`src/rtl/afc_pkg.sv`:
```
// Shared definitions for the AFC calibration loop.
// Holds the comparator state encoding and the one-hot decision codes that the
// band-stepping FSM consumes on its comp_in input.
package afc_pkg;

  typedef enum logic [2:0] {
    ST_IDLE    = 3'd0,
    ST_SETTLE  = 3'd1,
    ST_MEASURE = 3'd2,
    ST_DECIDE  = 3'd3,
    ST_HOLD    = 3'd4
  } afc_state_e;

  localparam logic [2:0] COMP_NONE   = 3'b000;
  localparam logic [2:0] COMP_FAST   = 3'b100;
  localparam logic [2:0] COMP_SLOW   = 3'b010;
  localparam logic [2:0] COMP_FREEZE = 3'b001;

  function automatic int max_int(input int a, input int b);
    return (a > b) ? a : b;
  endfunction

endpackage

```
`src/rtl/afc_sync_edge.sv`:
```
// Brings the divided VCO into the clk domain and flags its rising edges.
// Ports:
//   clk, rst  - system clock, synchronous active-high reset
//   i_async   - asynchronous divided VCO input
//   o_rise    - one-cycle pulse per synchronized rising edge
module afc_sync_edge (
  input  logic clk,
  input  logic rst,
  input  logic i_async,
  output logic o_rise
);

  logic r_s1;
  logic r_s2;
  logic r_d;

  always_ff @(posedge clk) begin
    if (rst) begin
      r_s1 <= 1'b0;
      r_s2 <= 1'b0;
      r_d  <= 1'b0;
    end else begin
      r_s1 <= i_async;
      r_s2 <= r_s1;
      r_d  <= r_s2;
    end
  end

  // r_s2 is the first metastability-safe copy; r_d is its one-cycle delay.
  assign o_rise = r_s2 & ~r_d;

endmodule

```
`src/rtl/afc_freq_comparator.sv`:
```
// Frequency comparator for automatic frequency calibration.
// Counts divided-VCO rising edges over a fixed window after a settling delay
// and emits a one-hot fast/slow/freeze pulse for the band-stepping FSM.
// Ports:
//   clk, rst    - system clock, synchronous active-high reset
//   en          - calibration enable (level)
//   vco_div     - divided VCO, asynchronous to clk
//   tgt_count   - expected edges per window, latched at window start
//   comp_out    - one-hot decision pulse (100 fast, 010 slow, 001 freeze)
//   meas_count  - count of the last completed window
//   busy        - high while settling, measuring or deciding
//   done        - high while holding after a freeze decision
//   dbg_state   - current FSM state
//
// Handshake: there is no ready/valid pair; comp_out is a single-cycle strobe
// that the consumer must take in the cycle it is non-zero.
module afc_freq_comparator
  import afc_pkg::*;
#(
  parameter int WIN_CYCLES    = 1024,
  parameter int SETTLE_CYCLES = 64,
  parameter int CNT_W         = 12,
  parameter int TOL           = 2
) (
  input  logic             clk,
  input  logic             rst,
  input  logic             en,
  input  logic             vco_div,
  input  logic [CNT_W-1:0] tgt_count,
  output logic [2:0]       comp_out,
  output logic [CNT_W-1:0] meas_count,
  output logic             busy,
  output logic             done,
  output afc_state_e       dbg_state
);

  localparam int TMR_W = $clog2(max_int(max_int(WIN_CYCLES, SETTLE_CYCLES), 2));
  localparam logic [TMR_W-1:0] SETTLE_LOAD = TMR_W'(SETTLE_CYCLES - 1);
  localparam logic [TMR_W-1:0] WIN_LOAD    = TMR_W'(WIN_CYCLES - 1);
  localparam logic [CNT_W:0]   TOL_EXT     = (CNT_W + 1)'(TOL);

  afc_state_e       r_state;
  afc_state_e       w_next_state;
  logic [TMR_W-1:0] r_timer;
  logic [CNT_W-1:0] r_count;
  logic [CNT_W-1:0] r_tgt;
  logic [CNT_W-1:0] r_meas;

  logic             w_edge;
  logic             w_timer_zero;
  logic             w_load_settle;
  logic             w_load_meas;
  logic             w_clear;
  logic [2:0]       w_comp;
  logic [2:0]       w_decision;
  logic [CNT_W:0]   w_count_ext;
  logic [CNT_W:0]   w_tgt_ext;
  logic [CNT_W:0]   w_hi;
  logic [CNT_W:0]   w_lo;

  afc_sync_edge u_sync_edge (
    .clk     (clk),
    .rst     (rst),
    .i_async (vco_div),
    .o_rise  (w_edge)
  );

  assign w_timer_zero = (r_timer == '0);

  // Bounds use one extra bit so tgt+TOL cannot wrap; the lower bound clamps at 0.
  always_comb begin
    w_count_ext = {1'b0, r_count};
    w_tgt_ext   = {1'b0, r_tgt};
    w_hi        = w_tgt_ext + TOL_EXT;
    w_lo        = (w_tgt_ext >= TOL_EXT) ? (w_tgt_ext - TOL_EXT) : '0;
    if (w_count_ext > w_hi) begin
      w_decision = COMP_FAST;
    end else if (w_count_ext < w_lo) begin
      w_decision = COMP_SLOW;
    end else begin
      w_decision = COMP_FREEZE;
    end
  end

  always_ff @(posedge clk) begin
    if (rst) begin
      r_state <= ST_IDLE;
    end else begin
      r_state <= w_next_state;
    end
  end

  always_comb begin
    w_next_state  = r_state;
    w_load_settle = 1'b0;
    w_load_meas   = 1'b0;
    w_clear       = 1'b0;
    w_comp        = COMP_NONE;
    case (r_state)
      ST_IDLE: begin
        if (en) begin
          w_next_state  = ST_SETTLE;
          w_load_settle = 1'b1;
        end
      end
      ST_SETTLE: begin
        if (!en) begin
          w_next_state = ST_IDLE;
          w_clear      = 1'b1;
        end else if (w_timer_zero) begin
          w_next_state = ST_MEASURE;
          w_load_meas  = 1'b1;
        end
      end
      ST_MEASURE: begin
        if (!en) begin
          w_next_state = ST_IDLE;
          w_clear      = 1'b1;
        end else if (w_timer_zero) begin
          w_next_state = ST_DECIDE;
        end
      end
      ST_DECIDE: begin
        // The pulse goes out even if en drops in this very cycle.
        w_comp = w_decision;
        if (!en) begin
          w_next_state = ST_IDLE;
          w_clear      = 1'b1;
        end else if (w_decision == COMP_FREEZE) begin
          w_next_state = ST_HOLD;
        end else begin
          w_next_state  = ST_SETTLE;
          w_load_settle = 1'b1;
        end
      end
      ST_HOLD: begin
        if (!en) begin
          w_next_state = ST_IDLE;
        end
      end
      default: begin
        w_next_state = ST_IDLE;
      end
    endcase
  end

  always_ff @(posedge clk) begin
    if (rst) begin
      r_timer <= '0;
      r_count <= '0;
      r_tgt   <= '0;
      r_meas  <= '0;
    end else begin
      if (w_load_settle) begin
        r_timer <= SETTLE_LOAD;
      end else if (w_load_meas) begin
        r_timer <= WIN_LOAD;
      end else if (w_clear) begin
        r_timer <= '0;
      end else if (!w_timer_zero) begin
        r_timer <= r_timer - TMR_W'(1);
      end

      // Saturating edge count; only edges seen while in MEASURE are taken.
      if (w_load_meas || w_clear) begin
        r_count <= '0;
      end else if ((r_state == ST_MEASURE) && w_edge && (r_count != '1)) begin
        r_count <= r_count + CNT_W'(1);
      end

      if (w_load_meas) begin
        r_tgt <= tgt_count;
      end

      if (r_state == ST_DECIDE) begin
        r_meas <= r_count;
      end
    end
  end

  assign comp_out   = w_comp;
  assign meas_count = r_meas;
  assign busy       = (r_state == ST_SETTLE) || (r_state == ST_MEASURE) ||
                      (r_state == ST_DECIDE);
  assign done       = (r_state == ST_HOLD);
  assign dbg_state  = r_state;

endmodule

```
`config.mk`:
```
export PLATFORM = sky130hd
export DESIGN_NAME = afc_freq_comparator
export DESIGN_NICKNAME = d
export VERILOG_FILES = /design/src/rtl/afc_pkg.sv /design/src/rtl/afc_sync_edge.sv /design/src/rtl/afc_freq_comparator.sv
export SDC_FILE = /design/constraint.sdc
export NUM_CORES = 1
export LEC_CHECK = 0
export ABC_AREA = 1
export CORE_MARGIN = 8
export CORE_UTILIZATION = 42
export DETAILED_ROUTE_END_ITERATION = 12
export DONT_BUFFER_PORTS = 1
export PLACE_DENSITY_LB_ADDON = 0.25
export SKIP_LAST_GASP = 1
export SLEW_MARGIN = 0
export SYNTH_ARGS = -nofsm -noshare
export SYNTH_HDL_FRONTEND = slang
export SYNTH_SLANG_ARGS = --single-unit
```
`constraint.sdc`:
```
create_clock -name clk -period 3.5 [get_ports clk]
set_input_delay 0.7 -clock clk [delete_from_list [all_inputs] [get_ports clk]]
set_output_delay 0.7 -clock clk [all_outputs]
set_load 0.01 [all_outputs]
```
==> After elaboration in Yosys (flattened, before gate mapping) <==
Index checks and enable logic that the tools add are counted.
{ "word_totals": {"regBits": 52, "latch_bits": 0, "ramBits": 0, "romBits": 0, "in_bits": 16, "n_memories": 0} }
{ "classes": {"add_sub_neg": 4, "n_mul": 0, "n_div": 0, "magnitude_cmp": 3, "n_eq_ne": 12, "n_shift": 0, "mux": 26, "bitwise": 2, "reduce_logical": 11} }
{ "op_table": {"columns": ["cell", "n"], "rows": [
  ["10-bit two-way mux", 3],
  ["3-bit two-way mux", 10],
  ["3-bit case mux with 5 select lines", 1],
  ["12-bit by 2-bit adder with 13-bit output (second input constant)", 1],
  ["12-bit by 13-bit greater-than comparator with 1-bit output", 1],
  ["12-bit by 13-bit < comparator with 1-bit output", 1],
  ["13-bit two-way mux", 1],
  ["12-bit by 2-bit subtractor with 13-bit output (second input constant)", 1],
  ["12-bit by 1-bit adder with 12-bit output (second input constant)", 1],
  ["12-bit by 2-bit >= comparator with 1-bit output (second input constant)", 1],
  ["12-bit != test (second input constant)", 1],
  ["10-bit zero test", 1],
  ["10-bit by 1-bit subtractor with 10-bit output (second input constant)", 1],
  ["1-bit two-way mux", 8],
  ["3-bit by 1-bit == test with 1-bit output (second input constant)", 2],
  ["3-bit by 2-bit == test with 1-bit output (second input constant)", 2],
  ["6-bit two-way mux", 1],
  ["3-bit != test (second input constant)", 2],
  ["2-bit != test (second input constant)", 2],
  ["4-bit by 1-bit != test with 1-bit output (second input constant)", 1],
  ["4-bit AND reduction", 1],
  ["2-bit OR reduction", 2],
  ["3-bit == test (second input constant)", 1],
  ["3-bit zero test", 1],
  ["8 further kinds", 11]
]} }

==> Longest topological paths before layout <==
{ "depth": {"depth_word": 10, "mapped_depth": 21, "ltp_nobuf": 20} }

==> Hierarchy <==
From an unflattened synthesis, not the netlist that was laid out.
{ "unflattened": {"hier_cells": 503, "area_unflattened_um2": 3430.8} }
{ "modules_own_cells": {"columns": ["mod", "n_inst", "cells_each", "area_each_um2", "seq_area_each_um2"], "rows": [
  ["afc_freq_comparator", 1, 493, 3344.5, 980.9],
  ["afc_sync_edge", 1, 10, 86.3, 60.1]
]} }

==> Worst setup path before layout <==
No wires, ideal clock.
{ "synth_timing": {"kind": "flip-flop to output port", "from": "register r_tgt[1]", "to": "output comp_out[1]", "arrival_time_ns": 2.458, "t_required_ns": 2.800, "setup_slack_ns": 0.342, "path_stages_with_launch": 17, "n_path_buf": 1, "path_cell_list": "dfxtp_1 -> inv_1 -> ha_1 -> nand2_1 -> nor2_2 -> nand3_1 -> inv_1 -> nand2_1 -> clkbuf_1 -> nand3_1 -> ha_1 -> a21o_1 -> a21oi_1 -> nand2_1 -> nand2_1 -> nand2_1 -> nor3b_1"} }
{ "synth_via": {"elab_chain_len": 6, "elab_cells_between_ends": 9, "classes_between": "2 x add/sub; 3 x order compare; 4 x mux"} }
{ "synth_lines": {"columns": ["item", "line", "text"], "rows": [
  ["start: declaration", "afc_freq_comparator.sv:46", "logic [CNT_W-1:0] r_tgt;"],
  ["start signal: assignment", "afc_freq_comparator.sv:172", "r_tgt <= tgt_count;"],
  ["12-bit by 2-bit subtractor with 13-bit output / 12-bit by 2-bit >= comparator with 1-bit output (equally long branches)", "afc_freq_comparator.sv:75", "w_lo = (w_tgt_ext >= TOL_EXT) ? (w_tgt_ext - TOL_EXT) : '0;"],
  ["13-bit two-way mux", "afc_freq_comparator.sv:75", null],
  ["12-bit by 13-bit < comparator with 1-bit output", "afc_freq_comparator.sv:78", "end else if (w_count_ext < w_lo) begin"],
  ["2-bit two-way mux", "afc_freq_comparator.sv:78", null],
  ["3-bit two-way mux *", "afc_freq_comparator.sv:76", "if (w_count_ext > w_hi) begin"],
  ["3-bit two-way mux *", "afc_freq_comparator.sv:99", "case (r_state)"],
  ["end: declaration", "afc_freq_comparator.sv:30", "output logic [2:0] comp_out,"]
]} }
Mark *: on every way between the ends. The rest lies on a longest branch, timed or not.

==> Worst setup path after layout <==
Same ends and word-level chain as after synthesis.

==> reports/qor.csv <==
metric,value,unit
viasPerCell,5.153,
yosysTopAreaCellShare,29.29,%
crit_path_start,r_tgt[1]$_SDFFE_PP0P_,
place.detailed.hpwl,6518,µm
cp_max_fo,5,
critPathLaunchType,flop,
fin_setup_tns,0,ps
dieArea,11660,µm²
num_rows,33,
htree_levels,2,
synth_edf_count,0,
cts_sinks,52,
root_buffer,clkbuf_8,
drc,0,
ys.flop_type,dfxtp_1,
p_leak,1.665,nW
ir_drop,0.3847,mV
grt_pass1_vias,3021,
seq_area_frac_synth,29.29,%
num_vias,3195,
antenna_cells,0,
routabilityCongestion,0.8887,
slew_headroom,65.06,%
io_buffers,0,
grt.total_usage,14.85,%
ys_top_cells_by_area,"dfxtp_1, nand2_1, ha_1, inv_1, a21oi_1",
fin_crit_sh,95.59,%
skew,12.29,ps
grt_max_degree,32,
maxCapViolCount,0,
synth.avg_cell_area,6.902,µm²
hold_ws,414.9,ps
powerDensity,478.7,nW/µm²
clkLatencyLatePin,320,ps
cp-end-kind,primary output,
netlist_instances,515,
clock_path_buffers,2,
synth.most_common_cell,nand2_1,
layout-drive-gt1-share,17.09,%
ys_types,38,
ioPinCount,36,
grt_pass1_wl,14190,µm
start_util,43.26,%
status,"finished, final reports clean",
setup_viol_count_final,0,
drtAntennaViolNets,0,
final.min_clock_period,3346,ps
routed_wl,8492,µm
area_growth,9.750,%
reg2reg_from,r_tgt[2]$_SDFFE_PP0P_,
hold_viol,0,
antenna_found_initial,0,
core_area,8217,µm²
finalMaxSlewViolations,0,
cts_tree,done,
yosys-top-cells-count,"nand2_1, inv_1, dfxtp_1",
cp.arrival,2650,ps
hold_class,reg -> reg,
cts_made_buffers,5,
cp.required,2800,ps
tightest_slew,519.8,ps
nets,558,
synth.ff_latch_count,52,
ys_warn_count,0,
critPathKind,reg -> out,
grt-ovfl-total,0,
syn_nets,559,
ys_async_sr_fraction,0,%
max_freq,0.2989,GHz
die_y,108.0,µm
first_pass_iters,4,
drt_iter0_markers,172,
die_width,108.0,µm
post_drt_wl_per_cell,13.70,µm
min_from,u_sync_edge.r_s1$_SDFF_PP0_,
synth_area,3555,µm²
clk_pin_slew,120,ps
yosys.area.top_type,dfxtp_1,
-- stage by stage --
stage / power [mW] / utilization (%) / setup WS [ps] / std cells / instance area (µm²)
global route: 2.023 / 47.48 / -25.05 / 620 / 3901
finish: 1.867 / 47.48 / 154.4 / 620 / 3901
global placement: 1.421 / 44.05 / 155.5 / 608 / 3620
floorplan: 1.293 / - / 342.1 / 515 / 3555
CTS: 1.835 / 45.61 / -9.762 / 616 / 3747
detailed placement: 1.434 / 44.05 / 93.78 / 608 / 3620
-- routing by layer --
metal	vias to the layer above	share of wire [%]	global-route usage, %	routed length, µm
met4	0	2.5	4.559	216
met1	1429	45	18.06	3804
li1	1689	-	-	-
met2	60	48	25.33	4093
met3	17	4.5	3.450	378
met5	-	0	0	0
-- registers in the layout (all words and copies together), names as in the netlist --
name,cells
r_count,12
u_sync_edge.r_d,1
meas_count,12
u_sync_edge.r_s2,1
dbg_state,3
r_tgt,12
u_sync_edge.r_s1,1
r_timer,10
-- critical path, cell delays in order (launching register included) --
cell and delay (ps):
dfxtp_4 410, ha_4 150, nand2_4 70, nor4_4 150, nand4_1 140, xor2_1 160, ha_1 330, nand3_2 90
nor3_2 150, nand2_1 80, inv_1 80, nand2_1 50, nand2_1 80, nand2_2 90, nor3b_2 160, buf_4 140
-- cell usage in the layout, fill, tap and decap left out, types with 14 or more instances in the layout --
cell type / count
nand2_1: 100
nor2_1: 43
inv_1: 51
dfxtp_1: 44
inv_2: 14
nand3_1: 31
o21ai_0: 22
a21oi_1: 38
ha_1: 26
xor2_1: 21
o21ai_1: 16
-- cell families (layout without fill, tap and decap cells) --
logic type,after synthesis,in the layout,synth area share [%]
buf+inv,84,83,9.680
fa+ha+maj,28,28,9.856
flops,52,52,29.29
simple gates,233,234,30.34
xor+xnor,23,23,5.667
compound gates,95,95,15.17
-- layout make-up --
class	instances	area (µm²)
well taps	105	131.4
flip-flops and latches	52	1061
fillers	827	4315
multi-input cells	380	2301
clock buffers	5	68.82
repair buffers	5	37.54
inverters	70	267.8
clock inverters	3	33.78
-- worst paths after layout --
path | to | slack (ps) | cells after the start
min | u_sync_edge.r_s2$_SDFF_PP0_ | 410 | 2
max | comp_out[1] | 150 | 15
min reg2reg | u_sync_edge.r_s2$_SDFF_PP0_ | 410 | 2
max reg2reg | r_timer[9]$_SDFFE_PP0P_ | 870 | 19
-- power by group --
part	switching [mW]	leakage, nW	internal (mW)
clock	0.230	0.0515	0.151
combinational	0.512	1.19	0.282
sequential	0.0536	0.427	0.639
-- timing repair --
action / in CTS / in global routing
pin swaps: 0 / 18
hold buffers: 0 / 0
resized for setup: 7 / 42
endpoints found under the setup margin: 3 / 3
buffers inserted: 0 / 3
gates cloned: 0 / 1
Note: power is estimated with default switching activity, not from simulation.
